[src/rtl/draw_sched_pkg.sv]
// Shared types and default widths for the draw scheduler and its arbiter.
package draw_sched_pkg;

  localparam int unsigned DefNumClients    = 4;
  localparam int unsigned DefXW            = 9;
  localparam int unsigned DefYW            = 8;
  localparam int unsigned DefColorW        = 3;
  localparam int unsigned DefTimeoutCycles = 1024;

  typedef enum logic [1:0] {
    StIdle    = 2'b00,
    StRun     = 2'b01,
    StRelease = 2'b10
  } state_e;

endpackage

[src/rtl/rr_arbiter.sv]
// Combinational round-robin arbiter: picks the first requester after last_grant, wrapping.
module rr_arbiter #(
  parameter int unsigned N = 4
) (
  input  logic [N-1:0]         req,
  input  logic [$clog2(N)-1:0] last_grant,
  output logic [$clog2(N)-1:0] winner,
  output logic                 valid
);

  localparam int unsigned IW = $clog2(N);

  int unsigned idx;

  // Walk from farthest to nearest so the nearest requester after last_grant overwrites.
  always_comb begin
    winner = '0;
    valid  = 1'b0;
    idx    = 0;
    for (int unsigned off = N; off >= 1; off--) begin
      idx = (32'(last_grant) + off) % N;
      if (req[idx]) begin
        winner = IW'(idx);
        valid  = 1'b1;
      end
    end
  end

endmodule

[src/rtl/draw_scheduler.sv]
// Round-robin owner of the bitmap pixel port for start/done shape drawers.
// Optional watchdog enabled by defining DRAW_TIMEOUT_EN (adds timeout_err port).
module draw_scheduler
  import draw_sched_pkg::*;
#(
  parameter int unsigned NUM_CLIENTS    = DefNumClients,
  parameter int unsigned X_W            = DefXW,
  parameter int unsigned Y_W            = DefYW,
  parameter int unsigned COLOR_W        = DefColorW,
  parameter int unsigned TIMEOUT_CYCLES = DefTimeoutCycles
) (
  input  logic                             clk,
  input  logic                             reset,
  input  logic [NUM_CLIENTS-1:0]           req,
  output logic [NUM_CLIENTS-1:0]           client_start,
  input  logic [NUM_CLIENTS-1:0]           client_done,
  input  logic [NUM_CLIENTS-1:0]           client_draw,
  input  logic [NUM_CLIENTS*X_W-1:0]       client_x,
  input  logic [NUM_CLIENTS*Y_W-1:0]       client_y,
  input  logic [NUM_CLIENTS*COLOR_W-1:0]   client_color,
  output logic                             pix_write,
  output logic [X_W-1:0]                   pix_x,
  output logic [Y_W-1:0]                   pix_y,
  output logic [COLOR_W-1:0]               pix_color,
  output logic                             busy,
  output logic [$clog2(NUM_CLIENTS)-1:0]   grant_id
`ifdef DRAW_TIMEOUT_EN
  ,
  output logic                             timeout_err
`endif
);

  localparam int unsigned GW = $clog2(NUM_CLIENTS);
  localparam logic [NUM_CLIENTS-1:0] StartOne = {{(NUM_CLIENTS-1){1'b0}}, 1'b1};

  state_e          state_q;
  logic [GW-1:0]   last_grant_q;
  logic [GW-1:0]   winner;
  logic            win_valid;
  logic            timeout_hit;

  rr_arbiter #(
    .N(NUM_CLIENTS)
  ) u_arb (
    .req        (req),
    .last_grant (last_grant_q),
    .winner     (winner),
    .valid      (win_valid)
  );

  always_ff @(posedge clk or negedge reset) begin
    if (!reset) begin
      state_q      <= StIdle;
      client_start <= '0;
      grant_id     <= '0;
      last_grant_q <= GW'(NUM_CLIENTS - 1);
    end else if (timeout_hit) begin
      // Hung drawer: reclaim the port and let the next requester go first.
      state_q      <= StIdle;
      client_start <= '0;
      last_grant_q <= grant_id;
    end else begin
      unique case (state_q)
        StIdle: begin
          if (win_valid) begin
            grant_id     <= winner;
            client_start <= StartOne << winner;
            state_q      <= StRun;
          end
        end
        StRun: begin
          if (client_done[grant_id]) begin
            client_start <= '0;
            state_q      <= StRelease;
          end
        end
        StRelease: begin
          if (!client_done[grant_id]) begin
            last_grant_q <= grant_id;
            state_q      <= StIdle;
          end
        end
        default: state_q <= state_e'('x);
      endcase
    end
  end

`ifdef DRAW_TIMEOUT_EN
  localparam int unsigned CntW = (TIMEOUT_CYCLES > 1) ? $clog2(TIMEOUT_CYCLES) : 1;

  logic [CntW-1:0] cnt_q;

  assign timeout_hit = (state_q != StIdle) && (cnt_q == CntW'(TIMEOUT_CYCLES - 1));

  // Held at zero in IDLE so it starts from zero on entry to RUN.
  always_ff @(posedge clk or negedge reset) begin
    if (!reset) begin
      cnt_q       <= '0;
      timeout_err <= 1'b0;
    end else begin
      if (state_q == StIdle || timeout_hit) begin
        cnt_q <= '0;
      end else begin
        cnt_q <= cnt_q + 1'b1;
      end
      if (timeout_hit) begin
        timeout_err <= 1'b1;
      end
    end
  end
`else
  assign timeout_hit = 1'b0;

  logic unused_timeout;
  assign unused_timeout = ^TIMEOUT_CYCLES;
`endif

  always_comb begin
    pix_write = 1'b0;
    pix_x     = '0;
    pix_y     = '0;
    pix_color = '0;
    if (state_q == StRun) begin
      pix_write = client_draw[grant_id];
      pix_x     = client_x[grant_id*X_W +: X_W];
      pix_y     = client_y[grant_id*Y_W +: Y_W];
      pix_color = client_color[grant_id*COLOR_W +: COLOR_W];
    end
  end

  assign busy = (state_q != StIdle);

endmodule

[config.mk]
export PLATFORM = sky130hd
export DESIGN_NAME = draw_scheduler
export DESIGN_NICKNAME = d
export VERILOG_FILES = /design/src/rtl/draw_sched_pkg.sv /design/src/rtl/rr_arbiter.sv /design/src/rtl/draw_scheduler.sv
export SDC_FILE = /design/constraint.sdc
export NUM_CORES = 1
export LEC_CHECK = 0
export ABC_AREA = 1
export BUFFER_PORTS_ARGS = -buffer_cell sky130_fd_sc_hd__buf_2
export CAP_MARGIN = 10
export CORE_MARGIN = 5
export CORE_UTILIZATION = 42
export CTS_CLUSTER_DIAMETER = 150
export DETAILED_ROUTE_END_ITERATION = 7
export PLACE_DENSITY = 0.87
export SETUP_SLACK_MARGIN = 0.05
export SLEW_MARGIN = 15
export SYNTH_ARGS = -nofsm -noshare
export SYNTH_HDL_FRONTEND = slang
export SYNTH_SLANG_ARGS = --single-unit
[constraint.sdc]
create_clock -name clk -period 3.24 [get_ports clk]
set_clock_uncertainty 0.05 [all_clocks]
set_input_delay 0.486 -clock clk [delete_from_list [all_inputs] [get_ports clk]]
set_output_delay 0.486 -clock clk [all_outputs]
set_load 0.05 [all_outputs]
[Yosys cells after proc, flatten, opt, wreduce, memory -nomap -nowiden]
Index checks and enable logic that the tools add are counted.
Widths: inputs -> output; s select.
Cells by class
  reduce and logical (&&, ||, !) cells: 7
  bitwise operators: 1
  equality and inequality tests: 5
  muxes and demuxes: 31
  add/subtract/negate cells: 4
  shifts and indexed selects: 4
  div/mod/pow operators: 0
  multipliers: 2
  magnitude comparators: 5
Operators by type and width (number)
  $shiftx 36x7->9: 1
  $shiftx 32x6->8: 1
  $lt 2x3->1 const B: 5
  $mux 2: 7
  $bmux 1 s2: 6
  $shiftx 12x5->3: 1
  $mux 1: 11
  $mux 9: 1
  $mux 4: 2
  $mux 8: 1
  $pmux 4 s2: 1
  $mul 2x4->6 const B: 1
  $pmux 2 s3: 1
  $reduce_and 3->1: 2
  $add 2x1->2 const B: 2
  $add 2x2->2 const B: 2
  $mul 2x2->4 const B: 1
  $ne 2x2->1 const B: 2
  $reduce_and 2->1: 2
  $reduce_bool 2->1: 2
  $shl 1x2->4 const A: 1
  $mux 3: 1
  $eq 2x1->1 const B: 1
  $eq 2x2->1 const B: 1
  3 further kinds: 3
Word-level totals
  bits in latches: 0
  output and inout bits: 28
  memory bits (writable): 0
  logic and storage cells: 63
  register bits after elaboration: 10
  ROM bits: 0
  memories: 0
  bits of input ports: 94

[Logic depth before layout (Yosys ltp)]
Gate-level depths: netlist of run 1.
  word-level depth: 10
  mapped depth: 12
  mapped depth without buffers: 11

[Cells and area by module]
From an unflattened synthesis of run 1, not the netlist that was laid out.
Second synthesis, totals
  cell total of the unflattened synthesis: 270
  area total of the unflattened synthesis: 1442.6 um^2
By module, submodules not included
  draw_scheduler: cells each 221, area an instance 1216.2 um^2, times used 1, sequential area each 252.7 um^2
  rr_arbiter: cells each 49, area an instance 226.5 um^2, times used 1, sequential area each 0.0 um^2

[Worst setup path after synthesis of run 1]
Ideal clock, no wire load.
  path type: register to output
  start: register grant_id[0]
  end: output pix_x[0]
  arrival: 2028 ps
  data required time: 2704 ps
  path buffers: 2
  stages on the path, launching flop included: 6
  path slack: 676 ps
  cells stage by stage: dfrtp_1 buf_4 inv_2 clkbuf_1 o21ai_0 a21oi_1
Between the ends
  longest elaborated chain between the ends: 3
RTL lines
  start: declaration: RTL line draw_scheduler.sv:26  | output logic [$clog2(NUM_CLIENTS)-1:0] grant_id
  start signal: assignment: RTL line draw_scheduler.sv:66  | grant_id <= winner;
  $mul 2x4->6: RTL line draw_scheduler.sv:125  | pix_x = client_x[grant_id*X_W +: X_W];
  $shiftx 36x7->9: RTL line draw_scheduler.sv:125
  $mux 9: RTL line draw_scheduler.sv:123  | if (state_q == StRun) begin
  end: declaration: RTL line draw_scheduler.sv:22  | output logic [X_W-1:0] pix_x,
Every way passes these cells.

[Worst setup path after layout of run 1]
  start: register grant_id[0]
  end: output pix_x[8]
The elaborated chain is that of the path after synthesis.

==> insert_results.sql, run 1 <==
INSERT INTO impl_metrics (metric_group, metric, value, unit) VALUES
('floorplan', 'initial_utilization', '0.4342', ''),
('pwr', 'netSwitchingFraction', '0.6768', ''),
('layout', 'area_delta_synth_final', '43.35', '%'),
('sta', 'final-setup-viol-count', '0', ''),
('grt', 'groute.usage.overall', '0.2238', ''),
('sta', 'timing_worst_slew_pin_value', '0.7452', 'ns'),
('worst_setup_path', 'regToRegStartpoint', 'grant_id[0]', ''),
('layout', 'filler_cell_count', '320', ''),
('floorplan', 'die_h', '68.74', 'µm'),
('worst_setup_path', 'critPathKind', 'register to output port', ''),
('synthesis', 'netlist_top_cells_area', 'sky130_fd_sc_hd__nor2_1 (23%), sky130_fd_sc_hd__o21ai_0 (16%), sky130_fd_sc_hd__dfrtp_1 (14%), sky130_fd_sc_hd__nand2_1 (11%), sky130_fd_sc_hd__a21oi_1 (7.6%)', ''),
('synthesis', 'postSynthNetCount', '364', ''),
('grt', 'grt_antenna_before_repair', '0', ''),
('pwr', 'power_frac_clock', '0.040', ''),
('worst_setup_path', 'highest_fanout_seen_on_the_critical_path', '45', ''),
('grt', 'pin_count_of_the_biggest_net_entering_global_routing', '46', ''),
('cts', 'cts_buffers', '3', ''),
('sta', 'worst_hold_slack_after_final_layout', '0.01133', 'ns'),
('cts', 'worst_skew_pair.late_latency', '0.27', 'ns'),
('cts', 'root_buffer', 'sky130_fd_sc_hd__clkbuf_4', ''),
('route', 'drt_first_pass_iters', '5', ''),
('sta', 'drv_slew', '0', ''),
('pwr', 'power.sequential.fraction', '0.116', ''),
('layout', 'final_layout_size_suffix_gt1_frac', '0.3885', ''),
('layout', 'antenna-diode-count', '0', ''),
('route', 'initialDrtViolationCount', '209', ''),
('floorplan', 'io_pins', '122', ''),
('route', 'route.final.wire_length', '5689', 'µm'),
('flow_run', 'cap_viol_max_count', '0', ''),
('synthesis', 'synth_enable_flop_cells', '0', ''),
('synthesis', 'syn-cell-area', '1449', 'µm²'),
('synthesis', 'async_flop_share', '1.000', ''),
('layout', 'final_cell_count_without_fillers', '427', ''),
('route', 'drtAntennaViolNets', '0', ''),
('pwr', 'cell_internal_pwr', '758.6', 'µW'),
('worst_setup_path', 'cpLargestDelayFamily', 'flip-flops', ''),
('status', 'status', 'finished, final reports clean', ''),
('worst_setup_path', 'cp-start-kind', 'register', ''),
('layout', 'nets_finish', '476', ''),
('cts', 'clock_path_buffers', '2', ''),
('synthesis', 'synth_seq_cells', '10', ''),
('synthesis', 'synth-warning-count', '0', ''),
('sta', 'worst_slew_margin_rel', '0.5032', ''),
('place', 'post-place-cells', '423', ''),
('sta', 'final_hold_viol_count', '0', ''),
('floorplan', 'floorplan.die_area', '4725', 'µm²'),
('grt', 'grt-ovfl-total', '0', ''),
('cts', 'cts_repair_resize_count', '0', ''),
('worst_setup_path', 'cp_num_buf_inv', '2', ''),
('worst_setup_path', 'worst_ep_arrival_time', '2.24', 'ns'),
('place', 'port_buffers', '121', ''),
('synthesis', 'synthMostInstantiatedCell', 'sky130_fd_sc_hd__nor2_1', ''),
('pwr', 'power_per_cell_area', '1130', 'nW/µm²'),
('sta', 'grt_setup_unrepaired', 'no', ''),
('place', 'detailedPlacementHpwl', '4542', 'µm'),
('cts', 'tritoncts_num_sinks', '10', ''),
('sta', 'final_worst_path_cycle_share', '0.8564', ''),
('cts', 'tritoncts', 'yes', ''),
('worst_setup_path', 'timing.critical_path.to_type', 'output port', ''),
('worst_setup_path', 'cp_data_required_time', '2.70', 'ns'),
('floorplan', 'fp-row-count', '21', ''),
('pwr', 'vdd_drop_max', '0.4570', 'mV'),
('synthesis', 'synth_top_flop_cell', 'sky130_fd_sc_hd__dfrtp_1', ''),
('synthesis', 'syn-mean-instance-area', '5.366', 'µm²'),
('cts', 'htree_num_levels', '1', ''),
('worst_setup_path', 'cpMaxStageDelayCell', 'sky130_fd_sc_hd__dfrtp_1', ''),
('pwr', 'power.static_leakage', '0.001180', 'µW'),
('worst_setup_path', 'timing.critical_path.from', 'grant_id[0]', ''),
('sta', 'setup_tns', '0', 'ns'),
('grt', 'number_of_global_route_vias_before_repair', '1829', ''),
('synthesis', 'synth_cell_type_count', '24', '');
power groups by stage:
stage	combinational (µW)	sequential [µW]	clock, µW
2_1_floorplan	1550	309	0
3_3_place_gp	1940	270	0
3_5_place_dp	1970	272	0
4_1_cts	1980	271	94.3
5_1_grt	2160	284	104
6_report	1980	273	93.8
worst register-to-register path: stages (launching register included):
cell	delay (ns)
sky130_fd_sc_hd__dfrtp_1	0.82
sky130_fd_sc_hd__inv_2	0.46
sky130_fd_sc_hd__o21ai_0	0.28
sky130_fd_sc_hd__o22a_1	0.19
sky130_fd_sc_hd__nand3_1	0.14
sky130_fd_sc_hd__o21ai_0	0.21
final cells by class:
class / instances / area [µm²] / share of cell area
Tap cell: 46 / 57.56 / 0.02771
Timing Repair Buffer: 123 / 620.6 / 0.2988
Clock buffer: 4 / 26.28 / 0.01265
Multi-Input combinational cell: 227 / 1049 / 0.5048
Inverter: 17 / 71.32 / 0.03434
Sequential cell: 10 / 252.7 / 0.1217
per-stage QoR:
stage / total power, µW / cell area (µm²) / util
5_1_grt: 2550 / 2077 / 0.6224
2_1_floorplan: 1854 / 1449 / -
3_3_place_gp: 2213 / 2051 / 0.6145
4_1_cts: 2345 / 2077 / 0.6224
6_report: 2347 / 2077 / 0.6224
3_5_place_dp: 2243 / 2051 / 0.6145
sequential cells by signal (all words and copies together), names as in the netlist:
signal and cells:
client_start 4, grant_id 2, last_grant_q 2, state_q 2
worst paths after layout:
check | slack (ns) | to | cells after the start
hold reg to reg | 0.43 | client_start[1] | 2
setup reg to reg | 1.00 | last_grant_q[1] | 5
hold / removal | 0.01 | client_start[1] | 1
min in group clk | 0.43 | client_start[1] | 2
max in group asynchronous | 2.86 | last_grant_q[0] | 1
setup / recovery | 0.47 | pix_x[8] | 4
layout by cell type, fill, tap and decap left out, types with 2 or more instances in the layout:
master,Yosys,layout
sky130_fd_sc_hd__nand2_1,41,41
sky130_fd_sc_hd__inv_2,4,4
sky130_fd_sc_hd__o21ai_1,3,3
sky130_fd_sc_hd__nand3_1,11,11
sky130_fd_sc_hd__inv_1,12,12
sky130_fd_sc_hd__nand2_2,8,8
sky130_fd_sc_hd__buf_4,1,2
sky130_fd_sc_hd__buf_2,4,121
sky130_fd_sc_hd__nor2_4,2,2
sky130_fd_sc_hd__dfrtp_1,8,8
sky130_fd_sc_hd__nor2_1,88,88
sky130_fd_sc_hd__dfstp_2,2,2
sky130_fd_sc_hd__nand2_4,2,2
sky130_fd_sc_hd__o21ai_0,45,45
sky130_fd_sc_hd__clkbuf_4,0,3
sky130_fd_sc_hd__a21oi_1,22,22
kinds of logic (layout without fill, tap and decap cells):
family | after synthesis | in the layout | synth area share
compound gates | 73 | 73 | 0.2643
flops | 10 | 10 | 0.1744
simple gates | 154 | 154 | 0.4594
buf+inv | 33 | 144 | 0.1019
routing by layer:
metal  wire length [µm]  up-vias  GRT usage
met2               2738      108     0.3611
met1               2191      943     0.2794
met4                178        0    0.09246
met3                580       18    0.06159
met5                  0        -          0
li1                   -     1091          -
Power figures use the tool's default switching activity.
==> inputs of run 2 (changes only) <==
--- a/config.mk
+++ b/config.mk
@@ -9,10 +9,10 @@
 export BUFFER_PORTS_ARGS = -buffer_cell sky130_fd_sc_hd__buf_2
 export CAP_MARGIN = 10
 export CORE_MARGIN = 5
-export CORE_UTILIZATION = 42
+export CORE_UTILIZATION = 35
 export CTS_CLUSTER_DIAMETER = 150
 export DETAILED_ROUTE_END_ITERATION = 7
-export PLACE_DENSITY = 0.87
+export PLACE_DENSITY = 0.77
 export SETUP_SLACK_MARGIN = 0.05
 export SLEW_MARGIN = 15
 export SYNTH_ARGS = -nofsm -noshare
==> constraint.sdc (replaced) <==
create_clock -name clk -period 2.3 [get_ports clk]
set_clock_uncertainty 0.05 [all_clocks]
set_input_delay 0.345 -clock clk [delete_from_list [all_inputs] [get_ports clk]]
set_output_delay 0.345 -clock clk [all_outputs]
set_load 0.05 [all_outputs]
==> insert_results.sql, run 2 (synthesis gave the netlist of run 1 again) <==
INSERT INTO impl_metrics (metric_group, metric, value, unit) VALUES
('pwr', 'logic_gate_share_of_total_power', '0.840', ''),
('layout', 'area_delta_synth_final', '55.35', '%'),
('worst_hold_path', 'min_path_type', 'register to register', ''),
('worst_setup_path', 'worst_r2r_end', 'client_start[0]', ''),
('pwr', 'cell_internal_pwr', '1284', 'µW'),
('floorplan', 'initial_utilization', '0.3622', ''),
('worst_setup_path', 'worst_ep_arrival_time', '1.66', 'ns'),
('place', 'detailedPlacementHpwl', '4272', 'µm'),
('cts', 'root_buffer', 'sky130_fd_sc_hd__clkbuf_8', ''),
('route', 'route.final.wire_length', '5147', 'µm'),
('sta', 'final_worst_path_cycle_share', '0.8951', ''),
('route', 'drt_first_pass_iters', '4', ''),
('route', 'wl_met3', '491', 'µm'),
('sta', 'final-setup-viol-count', '0', ''),
('pwr', 'vdd_drop_max', '0.8465', 'mV'),
('sta', 'finalCriticalPeriod', '2.059', 'ns'),
('grt', 'grt-ovfl-total', '0', ''),
('grt', 'groute.usage.overall', '0.1894', ''),
('worst_hold_path', 'hold-path-cell-count', '2', ''),
('cts', 'worst_setup_hold_path_clk_slew', '0.05', 'ns'),
('worst_setup_path', 'regToRegStartpoint', 'grant_id[0]', ''),
('cts', 'cts_buffers', '3', ''),
('layout', 'layout_common_cells', 'sky130_fd_sc_hd__buf_2 (121), sky130_fd_sc_hd__nor2_1 (88), sky130_fd_sc_hd__o21ai_0 (45)', ''),
('worst_setup_path', 'timing.critical_path.from', 'grant_id[0]', ''),
('cts', 'tritoncts_num_sinks', '10', ''),
('cts', 'clock_path_buffers', '2', ''),
('grt', 'number_of_global_route_vias_before_repair', '2064', ''),
('route', 'wire_per_inst', '11.78', 'µm'),
('worst_setup_path', 'worst-r2r-setup-slack', '0.68', 'ns'),
('floorplan', 'die_h', '74.34', 'µm'),
('route', 'drcViolationCount', '0', ''),
('layout', 'antenna-diode-count', '0', ''),
('pwr', 'netSwitchingFraction', '0.6458', ''),
('worst_setup_path', 'worstPathCellList', 'buf_4, nor2_1, nor2_1, o21ai_0, a21oi_2, buf_2', ''),
('place', 'globalplace.congestion', '0.8487', ''),
('layout', 'final_layout_size_suffix_gt1_frac', '0.4548', ''),
('worst_setup_path', 'cpMaxStageDelayCell', 'sky130_fd_sc_hd__dfrtp_1', ''),
('sta', 'grt_setup_unrepaired', 'no', ''),
('sta', 'timing_worst_slew_pin_value', '0.3620', 'ns'),
('route', 'wirelength_met1', '2026', 'µm'),
('worst_setup_path', 'timing.critical_path.to_type', 'output port', ''),
('floorplan', 'fp-row-count', '23', ''),
('layout', 'layout.core_utilization', '0.5627', ''),
('route', 'vias', '2117', ''),
('layout', 'largest-register', 'client_start', ''),
('floorplan', 'io_pins', '122', ''),
('worst_setup_path', 'cp-start-kind', 'register', ''),
('route', 'avgViaCountPerCell', '4.844', ''),
('worst_setup_path', 'worst-r2r-cell-count', '8', ''),
('route', 'highest_layer', 'met4', ''),
('layout', 'largest_register_ffs', '4', ''),
('status', 'status', 'finished, final reports clean', ''),
('worst_setup_path', 'critPathKind', 'register to output port', ''),
('pwr', 'power.sequential.fraction', '0.098', ''),
('cts', 'tritoncts', 'yes', ''),
('sta', 'drv_slew', '0', ''),
('worst_hold_path', 'hold_path_end', 'client_start[3]', ''),
('floorplan', 'design.core.area', '4000', 'µm²'),
('cts', 'post_cts_buffers', '0', ''),
('grt', 'pin_count_of_the_biggest_net_entering_global_routing', '30', ''),
('pwr', 'power.static_leakage', '0.001226', 'µW'),
('pwr', 'power_frac_clock', '0.062', ''),
('layout', 'filler_cell_count', '400', ''),
('worst_setup_path', 'cp_data_required_time', '1.90', 'ns'),
('worst_setup_path', 'highest_fanout_seen_on_the_critical_path', '29', ''),
('place', 'port_buffers', '121', ''),
('worst_setup_path', 'worst_stage_delay_on_the_critical_path', '0.37', 'ns'),
('sta', 'worst_slew_margin_rel', '0.7561', ''),
('layout', 'nets_finish', '482', ''),
('pwr', 'power_per_cell_area', '1611', 'nW/µm²'),
('layout', 'layout_commonest_cell', 'sky130_fd_sc_hd__buf_2', ''),
('floorplan', 'floorplan.die_area', '5526', 'µm²'),
('cts', 'worst_skew_pair.late_latency', '0.24', 'ns'),
('route', 'drtAntennaViolNets', '0', ''),
('floorplan', 'horizontal_die_dimension', '74.34', 'µm'),
('sta', 'final_hold_viol_count', '0', ''),
('worst_setup_path', 'path_common_cell', 'sky130_fd_sc_hd__nor2_1', ''),
('pwr', 'power_switching', '2341', 'µW'),
('flow_run', 'cap_viol_max_count', '0', ''),
('sta', 'clock.fmax', '0.4857', 'GHz'),
('sta', 'setup_tns', '0', 'ns'),
('grt', 'grt_pass1_wl', '8404', 'µm'),
('grt', 'grt_antenna_before_repair', '0', ''),
('worst_hold_path', 'hold_start', 'client_start[3]', ''),
('route', 'initialDrtViolationCount', '56', ''),
('route', 'met2WireLength', '2574', 'µm'),
('cts', 'htree_num_levels', '1', '');
==> run 2: how the worst max path moves through the flow <==
stage / cells past startpoint / slack (ns) / endpoint
finish: 6 / 0.24 / pix_x[8]
detailed placement: 6 / 0.45 / pix_y[5]
global route: 6 / 0.13 / pix_color[2]
CTS: 6 / 0.19 / pix_y[5]
floorplan: 5 / 0.13 / pix_color[0]
global placement: 6 / 0.49 / pix_x[8]
==> run 2: what timing repair did <==
| action | in CTS | in global routing |
|---|---|---|
| gates resized for setup | 0 | 1 |
| endpoints found under the hold margin | 8 | 0 |
| setup endpoints to repair | 0 | 2 |
| hold buffers | 1 | 0 |
==> run 2: cell type report <==
type / count / area (µm²) / share of cell area
Sequential cell: 10 / 254.0 / 0.1128
Inverter: 17 / 71.32 / 0.03168
Timing Repair Buffer: 129 / 680.7 / 0.3024
Tap cell: 50 / 62.56 / 0.02779
Multi-Input combinational cell: 227 / 1127 / 0.5008
Clock buffer: 4 / 55.05 / 0.02446
==> run 2: worst max-delay path: cells and delay by family, from the launching register on <==
kind	cells	cell delay, ns
AOI/OAI and AO/OA	2	0.31
and+or+nand+nor	2	0.16
DFF	1	0.37
buffers and inverters	2	0.57
==> run 2: per-stage QoR <==
step,std cells,hold slack [ns],power [µW],instance area [µm²],setup WS (ns)
after floorplan,270,-0.0005911,2770,1528,0.1328
after global placement,432,0.1659,3394,2185,0.4947
after detailed placement,432,0.1765,3419,2185,0.4529
after CTS,437,0.4189,3652,2250,0.1879
after global routing,437,0.4569,3948,2251,0.1260
final,437,0.4189,3625,2251,0.2413
==> run 2: power groups by stage <==
stage          sequential [µW]  combinational, µW  clock [µW]
3_3_place_gp               353               3040           0
4_1_cts                    356               3070         227
6_report                   357               3040         223
2_1_floorplan              436               2330           0
5_1_grt                    372               3340         240
3_5_place_dp               359               3060           0
==> run 2: metal layers <==
metal | track usage | vias to the layer above
met3 | 0.05946 | 8
met1 | 0.2098 | 922
li1 | - | 1102
met2 | 0.3494 | 85
met5 | 0 | -
met4 | 0.04941 | 0
